File: config.mk
export PLATFORM = sky130hd
export DESIGN_NAME = sprite_spawn_scheduler
export DESIGN_NICKNAME = d
export VERILOG_FILES = /design/src/rtl/sprite_spawn_scheduler.sv
export SDC_FILE = /design/constraint.sdc
export NUM_CORES = 1
export LEC_CHECK = 0
export ABC_AREA = 1
export CORE_MARGIN = 10
export CORE_UTILIZATION = 41
export DETAILED_ROUTE_END_ITERATION = 10
export PLACE_DENSITY_LB_ADDON = 0.12
export SYNTH_ARGS = -nofsm -noshare
export SYNTH_HDL_FRONTEND = slang
export SYNTH_SLANG_ARGS = --single-unit
File: constraint.sdc
create_clock -name Clk -period 3.3 [get_ports Clk]
set_clock_uncertainty 0.2 [all_clocks]
set_input_delay 0.495 -clock Clk [delete_from_list [all_inputs] [get_ports Clk]]
set_output_delay 0.495 -clock Clk [all_outputs]
set_load 0.02 [all_outputs]
File: src/rtl/sprite_spawn_scheduler.sv
// sprite_spawn_scheduler
// Frame-rate scheduler that launches one sprite at a time into an idle lane.
// Each launch is a one-hot level held for exactly one frame. A cooldown gap
// separates launches, and a 16-bit Fibonacci LFSR gates how often sprites spawn.
// All state advances only on the internal frame tick, except for reset.

module sprite_spawn_scheduler #(
  parameter logic [9:0]  MIN_GAP      = 10'd20,
  parameter logic [4:0]  SPAWN_THRESH = 5'd8,
  parameter logic [15:0] SEED         = 16'hACE1
) (
  input  logic        Clk,
  input  logic        Reset_n,
  input  logic        frame_clk,
  input  logic        enable,
  input  logic [3:0]  lane_busy,
  output logic [3:0]  launch,
  output logic        active,
  output logic [1:0]  last_lane,
  output logic [15:0] spawn_count
);

  // An all-zero seed would lock the LFSR, so fall back to a known-good value
  localparam logic [15:0] SEED_EFF = (SEED == 16'h0000) ? 16'hACE1 : SEED;

  typedef enum logic [1:0] {
    IDLE     = 2'd0,
    COOLDOWN = 2'd1,
    PICK     = 2'd2,
    ISSUE    = 2'd3
  } state_t;

  state_t      state_q, state_d;
  logic        frame_q;
  logic        tick_q;
  logic [9:0]  gap_cnt_q, gap_cnt_d;
  logic [15:0] lfsr_q, lfsr_d;
  logic [3:0]  launch_q, launch_d;
  logic [1:0]  last_lane_q, last_lane_d;
  logic [15:0] spawn_count_q, spawn_count_d;
  logic        active_q, active_d;

  logic        roll_ok_s;
  logic        none_free_s;
  logic        lfsr_fb_s;
  logic [1:0]  cand_s;
  logic [1:0]  pick_lane_s;
  logic [1:0]  idx_s;
  logic        pick_found_s;

  // Roll, feedback and lane search all use the LFSR value from before this tick advances it
  assign roll_ok_s   = ({1'b0, lfsr_q[7:4]} < SPAWN_THRESH);
  assign none_free_s = &lane_busy;
  assign lfsr_fb_s   = lfsr_q[15] ^ lfsr_q[13] ^ lfsr_q[12] ^ lfsr_q[10];
  assign cand_s      = lfsr_q[1:0];

  // Frame-strobe rising-edge detector; produces a one-Clk tick
  always_ff @(posedge Clk or negedge Reset_n) begin
    if (!Reset_n) begin
      frame_q <= 1'b0;
      tick_q  <= 1'b0;
    end else begin
      frame_q <= frame_clk;
      tick_q  <= frame_clk & ~frame_q;
    end
  end

  // Rotating priority search: first idle lane starting at the random candidate
  always_comb begin
    pick_found_s = 1'b0;
    pick_lane_s  = 2'd0;
    idx_s        = 2'd0;
    for (int k = 0; k < 4; k++) begin
      idx_s = cand_s + 2'(k);
      if (!pick_found_s && !lane_busy[idx_s]) begin
        pick_found_s = 1'b1;
        pick_lane_s  = idx_s;
      end else begin
        pick_found_s = pick_found_s;
      end
    end
  end

  // State register and all datapath flops
  always_ff @(posedge Clk or negedge Reset_n) begin
    if (!Reset_n) begin
      state_q       <= IDLE;
      gap_cnt_q     <= 10'd0;
      lfsr_q        <= SEED_EFF;
      launch_q      <= 4'b0000;
      last_lane_q   <= 2'd0;
      spawn_count_q <= 16'd0;
      active_q      <= 1'b0;
    end else begin
      state_q       <= state_d;
      gap_cnt_q     <= gap_cnt_d;
      lfsr_q        <= lfsr_d;
      launch_q      <= launch_d;
      last_lane_q   <= last_lane_d;
      spawn_count_q <= spawn_count_d;
      active_q      <= active_d;
    end
  end

  // Next-state logic, evaluated only on a frame tick
  always_comb begin
    state_d = state_q;
    if (tick_q) begin
      case (state_q)
        IDLE: begin
          if (enable) begin
            state_d = (MIN_GAP == 10'd0) ? PICK : COOLDOWN;
          end else begin
            state_d = IDLE;
          end
        end
        COOLDOWN: begin
          if (!enable) begin
            state_d = IDLE;
          end else if (gap_cnt_q <= 10'd1) begin
            state_d = PICK;
          end else begin
            state_d = COOLDOWN;
          end
        end
        PICK: begin
          if (!enable) begin
            state_d = IDLE;
          end else if (roll_ok_s && !none_free_s) begin
            state_d = ISSUE;
          end else begin
            state_d = PICK;
          end
        end
        ISSUE: begin
          // A committed launch always completes; enable only selects where we go next
          if (enable) begin
            state_d = (MIN_GAP == 10'd0) ? PICK : COOLDOWN;
          end else begin
            state_d = IDLE;
          end
        end
        default: state_d = IDLE;
      endcase
    end else begin
      state_d = state_q;
    end
  end

  // Output and datapath next values: launch level, gap counter, LFSR, counters
  always_comb begin
    gap_cnt_d     = gap_cnt_q;
    lfsr_d        = lfsr_q;
    launch_d      = launch_q;
    last_lane_d   = last_lane_q;
    spawn_count_d = spawn_count_q;
    if (tick_q) begin
      lfsr_d = {lfsr_q[14:0], lfsr_fb_s};
      case (state_q)
        IDLE: begin
          launch_d = 4'b0000;
          if (enable) begin
            gap_cnt_d = MIN_GAP;
          end else begin
            gap_cnt_d = gap_cnt_q;
          end
        end
        COOLDOWN: begin
          if (enable && (gap_cnt_q != 10'd0)) begin
            gap_cnt_d = gap_cnt_q - 10'd1;
          end else begin
            gap_cnt_d = gap_cnt_q;
          end
        end
        PICK: begin
          if (enable && roll_ok_s && pick_found_s) begin
            launch_d    = 4'b0001 << pick_lane_s;
            last_lane_d = pick_lane_s;
          end else begin
            launch_d = 4'b0000;
          end
        end
        ISSUE: begin
          launch_d      = 4'b0000;
          spawn_count_d = spawn_count_q + 16'd1;
          if (enable) begin
            gap_cnt_d = MIN_GAP;
          end else begin
            gap_cnt_d = gap_cnt_q;
          end
        end
        default: launch_d = 4'b0000;
      endcase
    end else begin
      lfsr_d = lfsr_q;
    end
  end

  // active tracks the state being entered so it lines up with the state register
  always_comb begin
    active_d = (state_d != IDLE);
  end

  assign launch      = launch_q;
  assign active      = active_q;
  assign last_lane   = last_lane_q;
  assign spawn_count = spawn_count_q;

endmodule
==> impl_metrics.tcl, run 1 <==
set metrics [dict create \
    outcome "complete, no violations" \
    required_ns 3.33 \
    seqPwrFrac_pct 43.8 \
    synthArstFlopShare_pct 100.0 \
    cts_tree "yes" \
    critPathMaxFanout 16 \
    p_leak_uw 0.001549 \
    core_mm2 0.006794 \
    p_sw_share_pct 38.68 \
    insertion_delay_ns 0.30 \
    num_vias 2193 \
    die_width_um 103.6 \
    final_area_mm2 0.003353 \
    grt_util_all_layers_pct 10.68 \
    combPwrFrac_pct 36.6 \
    row_count 30 \
    place.gp.congestion 0.8219 \
    min_period_ns 2.169 \
    cap_viol_max_count 0 \
    drc 0 \
    ys.flop_type "dfrtp_1" \
    syn_area_mm2 0.002864 \
    antennaDiodeCount 0 \
    numCtsBuffers 5 \
    final_common_cell "nand2_1" \
    grt_pass1_vias 2159 \
    cts.sinks 53 \
    p_switching_uw 737.4 \
    fillers 674 \
    period_share_pct 65.72 \
    drv_slew 0 \
    place_area_mm2 0.003252 \
    powerDensity_mw_per_mm2 568.5 \
    synth.area.top_cells "dfrtp_1, nand2_1, dfstp_2" \
    grt_pass1_wl_um 10010 \
    syn_to_final_growth_pct 17.08 \
    cts_buffer_depth 2 \
    multiInputGateArea_mm2 0.001324 \
    finalHoldViolCount 0 \
    timing.setup.critical_path_class "register to register" \
    vias_per_cell 4.627 \
    ys_ff_latch 53 \
    drt_first_pass_iters 4 \
    antenna_found_initial 0 \
    peakVddDrop_uv 200.2 \
    htree_levels 2 \
    drtAntennaViolNets 0 \
    fin_util_pct 49.36 \
    max_freq_mhz 461.1 \
    synth_seq_area_share_pct 46.66 \
    synth-edff-count 0 \
    hpwl_um 4199 \
    rsz0062_at_grt "no" \
    worst_pin_slew_ns 0.5170 \
    seqCellArea_mm2 0.001336 \
    post_cts_buffers 0 \
    synth_cell_type_count 35 \
    drt_iter0_drc 75 \
    clock-root-buffer "clkbuf_8" \
    yosys.area.top_type "dfrtp_1" \
    grt-ovfl-total 0 \
    setup_viol 0 \
    whs_ns 0.1986 \
    grt_max_degree 43 \
    p_int_uw 1169 \
    synth_warnings 0 \
    worst_setup_path_end_kind "register" \
    drive_above_1_share_pct 12.17 \
    syn_area_per_cell_um2 8.350 \
    final_net_count 393 \
    final_cell_mix "nand2_1, dfrtp_1, inv_1, clkdlybuf4s50_1, nor2_1" \
    ff2ff_setup_slack_ns 1.13 \
    synthCells 343 \
    routedWlPerCell_um 12.12 \
    syn_nets 359 \
    min_path_type "register to register" \
    slew_headroom_pct 65.53 \
    p_clk_share_pct 19.6 \
    port_buffers 30 \
    worstPathArrival_ns 2.20 \
    initial_core_util_pct 42.15 \
    die_area_mm2 0.01073 \
    final.setup.tns_ns 0 \
    cts.reportedPaths.clkPinSlew_ns 0.10 \
    io_pins 31 \
    die_h_um 103.6 \
    wl_um 5745 \
    synth_top_area_share_pct 39.32 \
    worst_setup_path_start_kind "register" \
]
==> Yosys cell counts (2+ instances only) <==
cell,instances
buf_6,2
clkbuf_1,2
nand2_1,83
o21ai_1,7
nor2_2,2
xor2_1,15
nand4_1,7
nor2_1,27
o21ai_0,25
ha_1,8
xnor2_1,7
dfrtp_1,45
a21oi_1,2
nand2_2,9
nor3_1,7
nand2_4,4
inv_2,4
inv_1,39
nor3_2,2
nand3_1,24
dfstp_2,8
==> final cells by class <==
type | instances | share of cell area [%]
Multi-Input combinational cell | 241 | 39.48
Clock buffer | 5 | 2.052
Timing Repair Buffer | 33 | 9.552
Inverter | 43 | 4.813
Sequential cell | 53 | 39.85
Tap cell | 96 | 3.582
Clock inverter | 3 | 0.6716
==> metal layers <==
layer  vias to the layer above  track usage, %  wire length (um)
met5                         -               0                 0
met4                         0           2.117                37
met3                         4           3.160               233
met2                        28           17.07              2610
li1                       1159               -                 -
met1                      1002           13.91              2863
==> power groups by stage <==
stage / clock network, uW / logic, uW / registers [uW]
finish: 375 / 697 / 835
global route: 410 / 792 / 852
CTS: 383 / 701 / 837
detailed placement: 0 / 696 / 846
global placement: 0 / 691 / 848
floorplan: 0 / 451 / 873
==> path summary, 6_finish.rpt <==
kind | start | endpoint | cells after the start
max | state_q[0] | gap_cnt_q[0] | 6
min | frame_q | tick_q | 1
max reg2reg | state_q[0] | gap_cnt_q[0] | 6
min reg2reg | frame_q | tick_q | 1
max in group asynchronous | Reset_n | lfsr_q[7] | 3
min in group asynchronous | Reset_n | gap_cnt_q[3] | 2
==> stage by stage <==
step	power [uW]	std cells	setup slack [ns]
3_5_place_dp	1542	465	0.9258
3_3_place_gp	1539	465	0.9982
6_report	1906	474	1.131
5_1_grt	2053	474	0.9672
4_1_cts	1921	474	1.127
2_1_floorplan	1325	343	1.468
==> flip-flops by register name (all words and copies together), names as in the netlist <==
register	cells
lfsr_q	16
spawn_count	16
gap_cnt_q	10
launch	4
last_lane	2
state_q	2
active	1
frame_q	1
tick_q	1
==> cells by family (layout without fill, tap and decap cells) <==
| logic type | count (synthesis) | in the layout | share of synthesized area, % |
|---|---|---|---|
| compound gates | 42 | 42 | 8.607 |
| xor+xnor | 22 | 22 | 6.728 |
| fa+ha+maj | 8 | 8 | 3.495 |
| buf+inv | 49 | 84 | 7.121 |
| flops | 53 | 53 | 46.66 |
| simple gates | 169 | 169 | 27.39 |
==> repair_timing <==
action	4_1_cts	5_1_grt
hold buffers	1	0
endpoints found under the hold margin	11	0
resized for setup	0	0
==> critical path: stages, from the launching register on <==
cell	delay, ns
dfrtp_1	0.44
inv_1	0.06
ha_1	0.39
a211oi_2	0.28
a21boi_4	0.44
nand2_1	0.13
a21oi_1	0.15
No activity file was read; power rests on OpenSTA's default activity.
==> run 2, diff against run 1 <==
Clock period 3.3 ns to 2 ns, I/O delays scaled along.
==> run 2 against run 1 <==
Effect of this change: hold slack better by 0.0067 ns; count of clock-buffer cells in the layout unchanged; sequential share of layout area down 2.2 points; routed wire length up 5.6%; cell area up 5.7%; combinational power up 88%; via count up 6.7%; worst setup slack worse by 1.0 ns; register-to-register slack worse by 1.0 ns; first-iteration DRC count up 11%; critical endpoint is now spawn_count[0]; largest cell class is now multi-input gates; largest power group unchanged; highest routed layer unchanged.
==> impl_metrics.tcl, run 2 (same netlist as run 1, synthesis figures left out) <==
set metrics [dict create \
    crit_family "buffers and inverters" \
    powerDensity_mw_per_mm2 930.6 \
    fin_util_pct 52.19 \
    row_count 30 \
    cts_tree "yes" \
    insertion_delay_ns 0.30 \
    grt-ovfl-total 0 \
    peakVddDrop_uv 425.1 \
    wl_met2_um 2878 \
    routedWlPerCell_um 12.31 \
    drt_iter0_drc 83 \
    critPathMaxFanout 5 \
    syn_to_final_growth_pct 23.81 \
    period_share_pct 94.88 \
    crit_cells 1 \
    io_pins 31 \
    reg2regPathDepth 5 \
    drc 0 \
    finalHoldViolCount 0 \
    final_net_count 412 \
    wl_um 6067 \
    cap_viol_max_count 0 \
    worst-path-buf-inv 1 \
    top_layer_used "met4" \
    worst_setup_path_end_kind "output port" \
    max_freq_mhz 527.0 \
    drive_above_1_share_pct 18.14 \
    cts.reportedPaths.clkPinSlew_ns 0.10 \
    p_leak_uw 0.001652 \
    required_ns 1.50 \
    worst_setup_path_start_kind "register" \
    setup_viol 0 \
    grt_pass1_wl_um 10230 \
    num_vias 2339 \
    outcome "complete, no violations" \
    hpwl_um 4270 \
    whs_path_depth 1 \
    drv_slew 0 \
    vias_per_cell 4.744 \
    antennaDiodeCount 0 \
    htree_levels 2 \
    wl_met3_um 268 \
    die_area_mm2 0.01073 \
    min_period_ns 1.898 \
    timing.setup.critical_path_class "register to output port" \
    wl_met1_um 2890 \
    worst_pin_slew_ns 0.2900 \
    cts_buffer_depth 2 \
    place.gp.congestion 0.8817 \
    clock-root-buffer "clkbuf_8" \
    total_power_uw 3300 \
    critPathSlowestCell "clkdlybuf4s50_1" \
    worstPathArrival_ns 1.40 \
    numCtsBuffers 5 \
    die_width_um 103.6 \
    core_mm2 0.006794 \
    cts.sinks 53 \
    path_cells "clkdlybuf4s50_1" \
    grt_max_degree 54 \
    grt_util_all_layers_pct 10.88 \
    fillers 657 \
    drt_first_pass_iters 4 \
    initial_core_util_pct 42.15 \
    drtAntennaViolNets 0 \
    grt_pass1_vias 2262 \
    final_common_cell "nand2_1" \
    port_buffers 30 \
    antenna_found_initial 0 \
    final_cell_mix "nand2_1, dfrtp_1, inv_1, clkdlybuf4s50_1, nor2_1" \
    die_h_um 103.6 \
    min_path_type "register to register" \
    critPathMaxStageDelay_ns 0.65 \
    slew_headroom_pct 80.63 \
]
-- run 2: cell types whose count changed in the layout (fill, tap and decap cells not counted) --
cell / change
nand2_2: +4
buf_12: +2
ha_2: +1
buf_4: +16
inv_6: +1
ha_1: -1
clkinvlp_4: +1
nand2_1: -4
a21boi_2: +1
clkinv_4: -2
nand3_2: +2
nand3_1: -2
-- run 2: cell type report --
type	instances	area [um^2]	share of cell area [%]
Inverter	43	161.4	4.552
Timing Repair Buffer	51	480.5	13.55
Tap cell	96	120.1	3.387
Clock buffer	5	68.82	1.941
Multi-Input combinational cell	242	1358	38.29
Sequential cell	53	1336	37.69
Clock inverter	3	21.27	0.5999
-- run 2: repair_timing --
item	in CTS	in global routing
setup endpoints to repair	0	14
setup buffers	0	8
hold endpoints to repair	45	0
resized for setup	0	8
hold buffers	1	0
-- run 2: through the flow --
stage / hold slack [ns] / setup slack (ns) / TNS (ns) / cell area [um^2] / cells
4_1_cts: 0.2108 / 0.01763 / 0 / 3440 / 484
3_5_place_dp: 0.1172 / -0.08282 / -0.4346 / 3339 / 475
3_3_place_gp: 0.1128 / 0.005812 / 0 / 3339 / 475
2_1_floorplan: -0.1956 / 0.1680 / 0 / 2864 / 343
6_report: 0.2054 / 0.1023 / 0 / 3546 / 493
5_1_grt: 0.2283 / -0.01874 / -0.02510 / 3546 / 493
-- run 2: worst paths after layout --
path | start | to | slack [ns]
max | spawn_count[0] | spawn_count[0] | 0.10
min reg2reg | frame_q | tick_q | 0.21
max in group asynchronous | Reset_n | lfsr_q[11] | 1.00
max reg2reg | state_q[1] | gap_cnt_q[3] | 0.10
min | frame_q | tick_q | 0.21
min in group asynchronous | Reset_n | gap_cnt_q[4] | 0.30
-- run 2: power by group --
part / internal (uW) / leakage, uW / switching (uW) / total, uW
sequential: 1240 / 0.000692 / 126 / 1370
combinational: 518 / 0.000915 / 792 / 1310
clock: 250 / 0.0000445 / 374 / 624
total: 2010 / 0.00165 / 1290 / 3300
-- run 2: per-layer routing --
metal	global-route usage, %	vias up
met5	0	-
met4	2.722	0
met3	2.850	4
met2	18.06	42
met1	13.64	1093
li1	-	1200
